`src/rtl/cache_pkg.sv`:
```
// Shared definitions for the cache block-fill controller: state encoding,
// default block geometry and the width helpers derived from it.
package cache_pkg;

  typedef enum logic {
    IDLE = 1'b0,
    FILL = 1'b1
  } fill_state_t;

  localparam int WORDS_PER_BLOCK_DEF = 8;
  localparam int OFF_W               = $clog2(WORDS_PER_BLOCK_DEF);
  localparam int BYTE_OFF_W          = OFF_W + 1;

  // Word-offset width for an arbitrary block size.
  function automatic int off_width(input int words);
    return $clog2(words);
  endfunction

endpackage

```
`src/rtl/fill_counter.sv`:
```
// Small up-counter used for the issue and receive word counts of a block fill;
// synchronous clear wins over enable.
module fill_counter
  import cache_pkg::*;
#(
  parameter int WIDTH = OFF_W + 1
) (
  input  logic             clk,
  input  logic             rst,
  input  logic             en,
  input  logic             clr,
  output logic [WIDTH-1:0] count
);

  always_ff @(posedge clk or posedge rst) begin
    if (rst) begin
      count <= '0;
    end else if (clr) begin
      count <= '0;
    end else if (en) begin
      count <= count + 1'b1;
    end
  end

endmodule

```
`src/rtl/cache_fill_fsm.sv`:
```
// Block-fill controller: on a miss, streams one memory read per cycle for the
// whole block and writes each returned word; optional CACHE_FILL_CRITICAL_WORD_FIRST_EN.
module cache_fill_fsm
  import cache_pkg::*;
#(
  parameter int WORDS_PER_BLOCK = WORDS_PER_BLOCK_DEF,
  parameter int MEM_LATENCY     = 4,
  parameter int ADDR_W          = 16,
  parameter int DATA_W          = 16
) (
  input  logic              clk,
  input  logic              rst,
  input  logic              miss_detected,
  input  logic [ADDR_W-1:0] miss_address,
  input  logic              memory_data_valid,
  input  logic [DATA_W-1:0] memory_data,
  output logic              fsm_busy,
  output logic              mem_enable,
  output logic [ADDR_W-1:0] memory_address,
  output logic              write_data_array,
  output logic [ADDR_W-1:0] fill_address,
  output logic [DATA_W-1:0] fill_data,
  output logic              write_tag_array
);

  localparam int OW    = off_width(WORDS_PER_BLOCK);
  localparam int BOW   = OW + 1;
  localparam int CNT_W = OW + 1;

  localparam logic [CNT_W-1:0]  NUM_WORDS  = CNT_W'(WORDS_PER_BLOCK);
  localparam logic [CNT_W-1:0]  LAST_IDX   = CNT_W'(WORDS_PER_BLOCK - 1);
  localparam logic [ADDR_W-1:0] BLOCK_MASK = ~ADDR_W'((1 << BOW) - 1);

  // The FSM only counts returns, so latency never shapes the logic; it is
  // still checked so a nonsensical configuration is caught at elaboration.
  if ((WORDS_PER_BLOCK < 2) || (WORDS_PER_BLOCK > 16) ||
      ((WORDS_PER_BLOCK & (WORDS_PER_BLOCK - 1)) != 0) ||
      (MEM_LATENCY < 1) || (DATA_W < 1) || (ADDR_W <= BOW)) begin : g_bad_cfg
    $error("cache_fill_fsm: unsupported parameter combination");
  end

  fill_state_t       state;
  logic [ADDR_W-1:0] base;
  logic [OW-1:0]     start_off;
  logic [OW-1:0]     miss_off;
  logic [CNT_W-1:0]  iss_cnt;
  logic [CNT_W-1:0]  rcv_cnt;
  logic              issuing;
  logic              returning;
  logic              last_return;

  // Offset math is OW bits wide, so the word index wraps inside the block and
  // can never carry into the tag bits of the latched base.
  function automatic logic [ADDR_W-1:0] word_addr(input logic [ADDR_W-1:0] blk,
                                                  input logic [OW-1:0]     first,
                                                  input logic [OW-1:0]     idx);
    logic [OW-1:0] off;
    off = first + idx;
    return blk | ADDR_W'({off, 1'b0});
  endfunction

`ifdef CACHE_FILL_CRITICAL_WORD_FIRST_EN
  assign miss_off = miss_address[BOW-1:1];
`else
  assign miss_off = '0;
`endif

  assign issuing     = (state == FILL) && (iss_cnt < NUM_WORDS);
  assign returning   = (state == FILL) && memory_data_valid;
  assign last_return = returning && (rcv_cnt == LAST_IDX);

  // Stall is raised in the miss cycle itself, before the FSM has moved.
  assign fsm_busy         = (state == FILL) || miss_detected;
  assign mem_enable       = issuing;
  assign memory_address   = issuing ? word_addr(base, start_off, iss_cnt[OW-1:0]) : '0;
  assign write_data_array = returning;
  assign fill_address     = returning ? word_addr(base, start_off, rcv_cnt[OW-1:0]) : '0;
  assign fill_data        = memory_data;
  assign write_tag_array  = last_return;

  always_ff @(posedge clk or posedge rst) begin
    if (rst) begin
      state     <= IDLE;
      base      <= '0;
      start_off <= '0;
    end else begin
      case (state)
        IDLE: begin
          if (miss_detected) begin
            base      <= miss_address & BLOCK_MASK;
            start_off <= miss_off;
            state     <= FILL;
          end
        end
        FILL: begin
          if (last_return) begin
            state <= IDLE;
          end
        end
        default: state <= IDLE;
      endcase
    end
  end

  fill_counter #(.WIDTH(CNT_W)) u_iss_cnt (
    .clk   (clk),
    .rst   (rst),
    .en    (issuing),
    .clr   (last_return),
    .count (iss_cnt)
  );

  fill_counter #(.WIDTH(CNT_W)) u_rcv_cnt (
    .clk   (clk),
    .rst   (rst),
    .en    (returning),
    .clr   (last_return),
    .count (rcv_cnt)
  );

endmodule
```
`config.mk`:
```
export PLATFORM = sky130hd
export DESIGN_NAME = cache_fill_fsm
export DESIGN_NICKNAME = d
export VERILOG_FILES = /design/src/rtl/cache_pkg.sv /design/src/rtl/fill_counter.sv /design/src/rtl/cache_fill_fsm.sv
export SDC_FILE = /design/constraint.sdc
export NUM_CORES = 1
export LEC_CHECK = 0
export CORE_UTILIZATION = 37
export CTS_BUF_LIST = sky130_fd_sc_hd__clkbuf_16
export CTS_CLUSTER_SIZE = 28
export DETAILED_ROUTE_END_ITERATION = 6
export PLACE_DENSITY = 0.89
export SYNTH_ARGS = -nofsm -noshare
export SYNTH_HDL_FRONTEND = slang
export SYNTH_SLANG_ARGS = --single-unit
```
`constraint.sdc`:
```
create_clock -name clk -period 2.4 [get_ports clk]
set_clock_uncertainty 0.15 [all_clocks]
set_input_delay 0.36 -clock clk [delete_from_list [all_inputs] [get_ports clk]]
set_output_delay 0.36 -clock clk [all_outputs]
set_load 0.01 [all_outputs]
```
# ---- Word level (Yosys, flattened, before mapping)
# Cells that the tools add are included.
dict set report totals {
  reg_bits 21
  inputBits 36
  out_inout_bits 52
  wordCells 27
}
dict set report op_classes {
  add_sub_neg 2
  n_lt_le_gt_ge 1
  eq_ne 1
  muxes 9
  n_bitwise 3
  reduce_logical 7
}
# op count
set op_table {}
lappend op_table {{$mux W16} 2}
lappend op_table {{$or A16 B4 Y16} 2}
lappend op_table {{$mux W4} 4}
lappend op_table {{$add A4 B1 Y4 const B} 2}
lappend op_table {{$eq A4 B3 Y1 const B} 1}
lappend op_table {{$lt A4 B4 Y1 const B} 1}
lappend op_table {{$reduce_bool A2 Y1} 2}
lappend op_table {{$logic_and A1 B1 Y1} 3}
lappend op_table {{$mux W1} 2}
lappend op_table {{$pmux W1 S2} 1}
lappend op_table {{$reduce_and A2 Y1} 1}
lappend op_table {{$logic_or A1 B1 Y1} 1}
lappend op_table {{$not A1 Y1} 1}

# ---- Logic depth before layout (Yosys ltp)
dict set report depth {
  depth_word 4
  ltp_mapped 4
}

# ---- Modules after synthesis
# From an unflattened synthesis, not the netlist that was laid out.
dict set report hier_totals {
  hier_cells 121
  hier_area_um2 1298.7
}
# module n_inst cells_per_inst area_each_um2 seq_area_each_um2
set by_module_without_submodules {}
lappend by_module_without_submodules {cache_fill_fsm 1 87 905.9 325.3}
lappend by_module_without_submodules {fill_counter 2 17 196.4 100.1}

# ---- Least setup slack after synthesis
# Ideal clock, no wire load.
dict set report synth_timing {
  kind {register to output}
  startpoint {register state}
  endpoint {output memory_address[10]}
  arrival_time_ns 0.991
  t_required_ns 1.890
  setup_slack_ns 0.899
  stages_incl_launch_ff 5
  path_cell_list {dfrtp_1 nor2b_1 buf_2 buf_2 and2_1}
}
dict set report synth_between {
  elab_chain_cells 2
}
# item line_no
set synth_lines {}
lappend synth_lines {{from (decl)} cache_fill_fsm.sv:42} ;# fill_state_t state;
lappend synth_lines {{from (signal assigned)} cache_fill_fsm.sv:83} ;# state <= IDLE;
lappend synth_lines {{from (signal assigned)} cache_fill_fsm.sv:92} ;# state <= FILL;
lappend synth_lines {{from (signal assigned)} cache_fill_fsm.sv:97} ;# state <= IDLE;
lappend synth_lines {{$logic_and A1 B1 Y1} cache_fill_fsm.sv:68} ;# assign issuing = (state == FILL) && (iss_cnt < NUM_WORDS);
lappend synth_lines {{named net mem_enable} cache_fill_fsm.sv:18} ;# output logic mem_enable,
lappend synth_lines {{$mux W16} cache_fill_fsm.sv:75} ;# assign memory_address = issuing ? word_addr(base, start_off, iss_cnt[OW-1:0]) : '0;
lappend synth_lines {{to (decl)} cache_fill_fsm.sv:19} ;# output logic [ADDR_W-1:0] memory_address,
# The timed path passes the listed nets, and every way through them passes these cells.

# ---- Worst setup path after layout
dict set report layout_timing {
  startpoint {input memory_data_valid}
  endpoint {output fill_address[12]}
}
dict set report layout_between {
  elab_chain_cells 2
}
# item line_no
set layout_lines {}
lappend layout_lines {{from (decl)} cache_fill_fsm.sv:15} ;# input logic memory_data_valid,
lappend layout_lines {{$logic_and A1 B1 Y1} cache_fill_fsm.sv:69} ;# assign returning = (state == FILL) && memory_data_valid;
lappend layout_lines {{$mux W16} cache_fill_fsm.sv:77} ;# assign fill_address = returning ? word_addr(base, start_off, rcv_cnt[OW-1:0]) : '0;
lappend layout_lines {{to (decl)} cache_fill_fsm.sv:21} ;# output logic [ADDR_W-1:0] fill_address,
# No other way between the ends.

==> impl_metrics.csv <==
group,metric,value,unit
floorplanning,die_height,59.4,µm
timing,drv_slew,0,
final_layout,nets,191,
place,hpwl,2.04,mm
clocking,cts.clk_slew.worst_paths,50,ps
global_route,grt_max_degree,22,
timing,worst_slew_pin_slew,770,ps
route,ant_nets,0,
run_status,status,"completed",
place,dpl_cell_area,1650,µm²
worst_setup_path,reg2regPathDepth,4,
place,dpl.cell_count,192,
worst_setup_path,arrival,1790,ps
clocking,ctsResizeCount,0,
floorplanning,die_x,59.4,µm
timing,final_hold_viol_count,0,
clocking,cts.sinks,21,
timing,fin_tns_setup,0,ps
final_layout,n_fill_cell,264,
worst_setup_path,crit_path_start_kind,"primary input",
worst_setup_path,worst_setup_path_end_kind,"primary output",
floorplanning,die-area,3530,µm²
yosys,synth_cells,116,
clocking,h-tree-depth,1,
global_route,antenna_found_initial,0,
power_and_ir_drop,powerDensity,1170,nW/µm²
global_route,overflow,0,
global_route,grt_pass1_wl,4.37,mm
yosys,yosysTopAreaCell,"dfrtp_1",
final_layout,syn_to_final_growth,41.9,%
timing,holdWs,374,ps
yosys,ys_warn_count,0,
power_and_ir_drop,combPwrFrac,49.9,%
clocking,cts_max_path_buffers,2,
power_and_ir_drop,clockPowerShare,16.7,%
power_and_ir_drop,p_int,1.37,mW
route,post-route-drc-count,0,
power_and_ir_drop,switchingPower,660,µW
timing,fmax,434,MHz
final_layout,num_antenna_cells,0,
flow_run,drv_cap,0,
hold_path,holdPathStages,1,
timing,fin_crit_sh,96.0,%
clocking,cts-buffers-inserted,3,
worst_setup_path,cpPeakStageDelay,540,ps
yosys,yosys.area_share.simple,22.8,%
yosys,synthMuxAreaShare,14.1,%
worst_setup_path,crit_fanout,10,
final_layout,final_cells,196,
hold_path,hp-start,"base[15]$_DFFE_PP0P_",
yosys,ys_seq_elements,21,
power_and_ir_drop,vdd_drop_max,0.000685,V
global_route,first_global_vias,1003,
yosys,yosysUniqueCellTypes,23,
final_layout,multi_input_area,526,µm²
clocking,cts_hold_buf,0,
power_and_ir_drop,pwr-share-seq,33.4,%
floorplanning,ios,88,
yosys,syn_avg_cell_area,10.5,µm²
yosys,synth_compound_area_share,0.718,%
worst_setup_path,critPathKind,"primary input to primary output",
yosys,synthAdderAreaFrac,2.05,%
floorplanning,placementRows,20,
route,vias,939,
final_layout,final_common_cell,"clkdlybuf4s50_1",
route,viasPerCell,4.79,
yosys,netlist_area,1220,µm²
timing,relSlewSlack,48.6,%
timing,period_needed,2300,ps
worst_setup_path,cp_data_required_time,1890,ps
timing,finalSetupViolations,0,
floorplanning,fp.coreArea,3100,µm²
clocking,clk_latency,250,ps
place,port_buffers,49,
worst_setup_path,cpMostUsedCell,"clkdlybuf4s50_1",
yosys,synth_top_area_share,43.1,%
power_and_ir_drop,power.total,2.03,mW
route,drt_iter0_markers,11,
clocking,cts_tree,"done",
global_route,grt_usage,16.9,%
worst_setup_path,timing.rr.end,"u_rcv_cnt.count[1]$_DFFE_PP0P_",
route,totalWireLength,2.76,mm
final_layout,register_area,526,µm²
worst_setup_path,crit_slowest_cell,"clkdlybuf4s50_1",
final_layout,final_cell_mix,"49 x clkdlybuf4s50_1, 21 x dfrtp_1, 16 x and2_1",
worst_setup_path,reg2reg_slack,820,ps
yosys,synth_top_family_by_area,"simple AND/OR/NAND/NOR gates",
hold_path,worstHoldEndpoint,"base[15]$_DFFE_PP0P_",
yosys,yosysSeqAreaShare,43.1,%
hold_path,hp-class,"flop to flop",
route,dr.pass1.iters,4,
clocking,post-cts-setup-buffers,0,
worst_setup_path,timing.rr.start,"state$_DFF_PP0_",
worst_setup_path,worstPathCellList,"clkdlybuf4s50_1 -> buf_4 -> and3_1 -> clkdlybuf4s50_1",
final_layout,fin_area,1730,µm²
yosys,ys_top_cells_by_area,"dfrtp_1 43%, mux2_2 12%, buf_4 12%, and2_1 8.2%, and3_1 7.2%",
power_and_ir_drop,total_leakage_power,0.760,nW
timing,grt_setup_unrepaired,"no",
yosys,synth_xor_area_share,2.87,%
final_layout,drive_above_1_share,17.8,%
power_and_ir_drop,switching_share,32.6,%
place,place_congestion,0.687,
route,wl_per_cell,14.1,µm
clocking,cts-root-buf,"clkbuf_16",
floorplanning,start_util,39.3,%
==> synth_stat cells <==
master / n
or2_2: 1
inv_1: 1
ha_1: 2
a41oi_1: 1
dfrtp_1: 21
conb_1: 1
buf_4: 19
nand3_2: 1
and3_4: 1
nor2b_1: 3
nand4_1: 1
mux2_4: 1
buf_2: 3
and3_1: 14
clkbuf_1: 3
xnor2_1: 3
nor2_1: 7
and2_1: 16
nand2_1: 1
nand3b_1: 1
mux2_2: 13
mux2i_1: 1
xor2_1: 1
==> how the worst max path moves through the flow <==
| stage | start | to | slack, ps | cells past startpoint |
|---|---|---|---|---|
| 6_report | memory_data_valid | fill_address[12] | 100 | 4 |
| 5_1_grt | memory_data_valid | fill_address[12] | 30 | 4 |
| 4_1_cts | memory_data_valid | fill_address[12] | 100 | 4 |
| 3_5_place_dp | memory_data_valid | fill_address[14] | 110 | 4 |
| 3_3_place_gp | memory_data_valid | fill_address[12] | 130 | 4 |
| 2_1_floorplan | state$_DFF_PP0_ | memory_address[10] | 900 | 4 |
==> layer usage <==
metal	routed length, µm	up-vias	GRT usage, %
li1	-	432	-
met1	1080	445	19.3
met2	1330	49	27.4
met3	275	13	5.02
met4	65	0	10.5
met5	0	-	0
==> flip-flops by register name, summed over array words and instances, names as in the netlist <==
register / cells
u_rcv_cnt.count: 4
base: 12
u_iss_cnt.count: 4
state: 1
==> power by group through the flow <==
stage	Sequential [mW]	Clock [mW]	Combinational, mW
CTS	0.679	0.342	1.03
global placement	0.658	0	0.971
global route	0.699	0.360	1.10
detailed placement	0.678	0	1.01
floorplan	0.629	0	0.588
finish	0.677	0.338	1.01
==> stage by stage <==
step | utilization [%] | setup slack [ps]
after floorplan | - | 899
after global placement | 53.3 | 125
after detailed placement | 53.3 | 107
after CTS | 55.8 | 99.8
after global routing | 55.8 | 27.1
final | 55.8 | 96.6
==> worst max-delay path: cells and delay by family <==
kind                   cells  cell delay, ps
and+or+nand+nor            1             170
buffers and inverters      3            1260
==> cell type report <==
cell class / count / share of cell area [%]
flip-flops and latches: 21 / 30.3
clock inverters: 1 / 0.217
well taps: 44 / 3.18
repair buffers: 56 / 31.4
clock buffers: 3 / 4.34
multi-input cells: 70 / 30.3
inverters: 1 / 0.217
==> kinds of logic (layout without fill, tap and decap cells) <==
logic type | after synthesis | count (layout)
compound gates | 1 | 1
xor+xnor | 4 | 4
fa+ha+maj | 2 | 2
buf+inv | 26 | 61
flops | 21 | 21
mux | 15 | 15
other cells | 1 | 2
simple gates | 46 | 46
No activity file was read; power rests on OpenSTA's default activity.
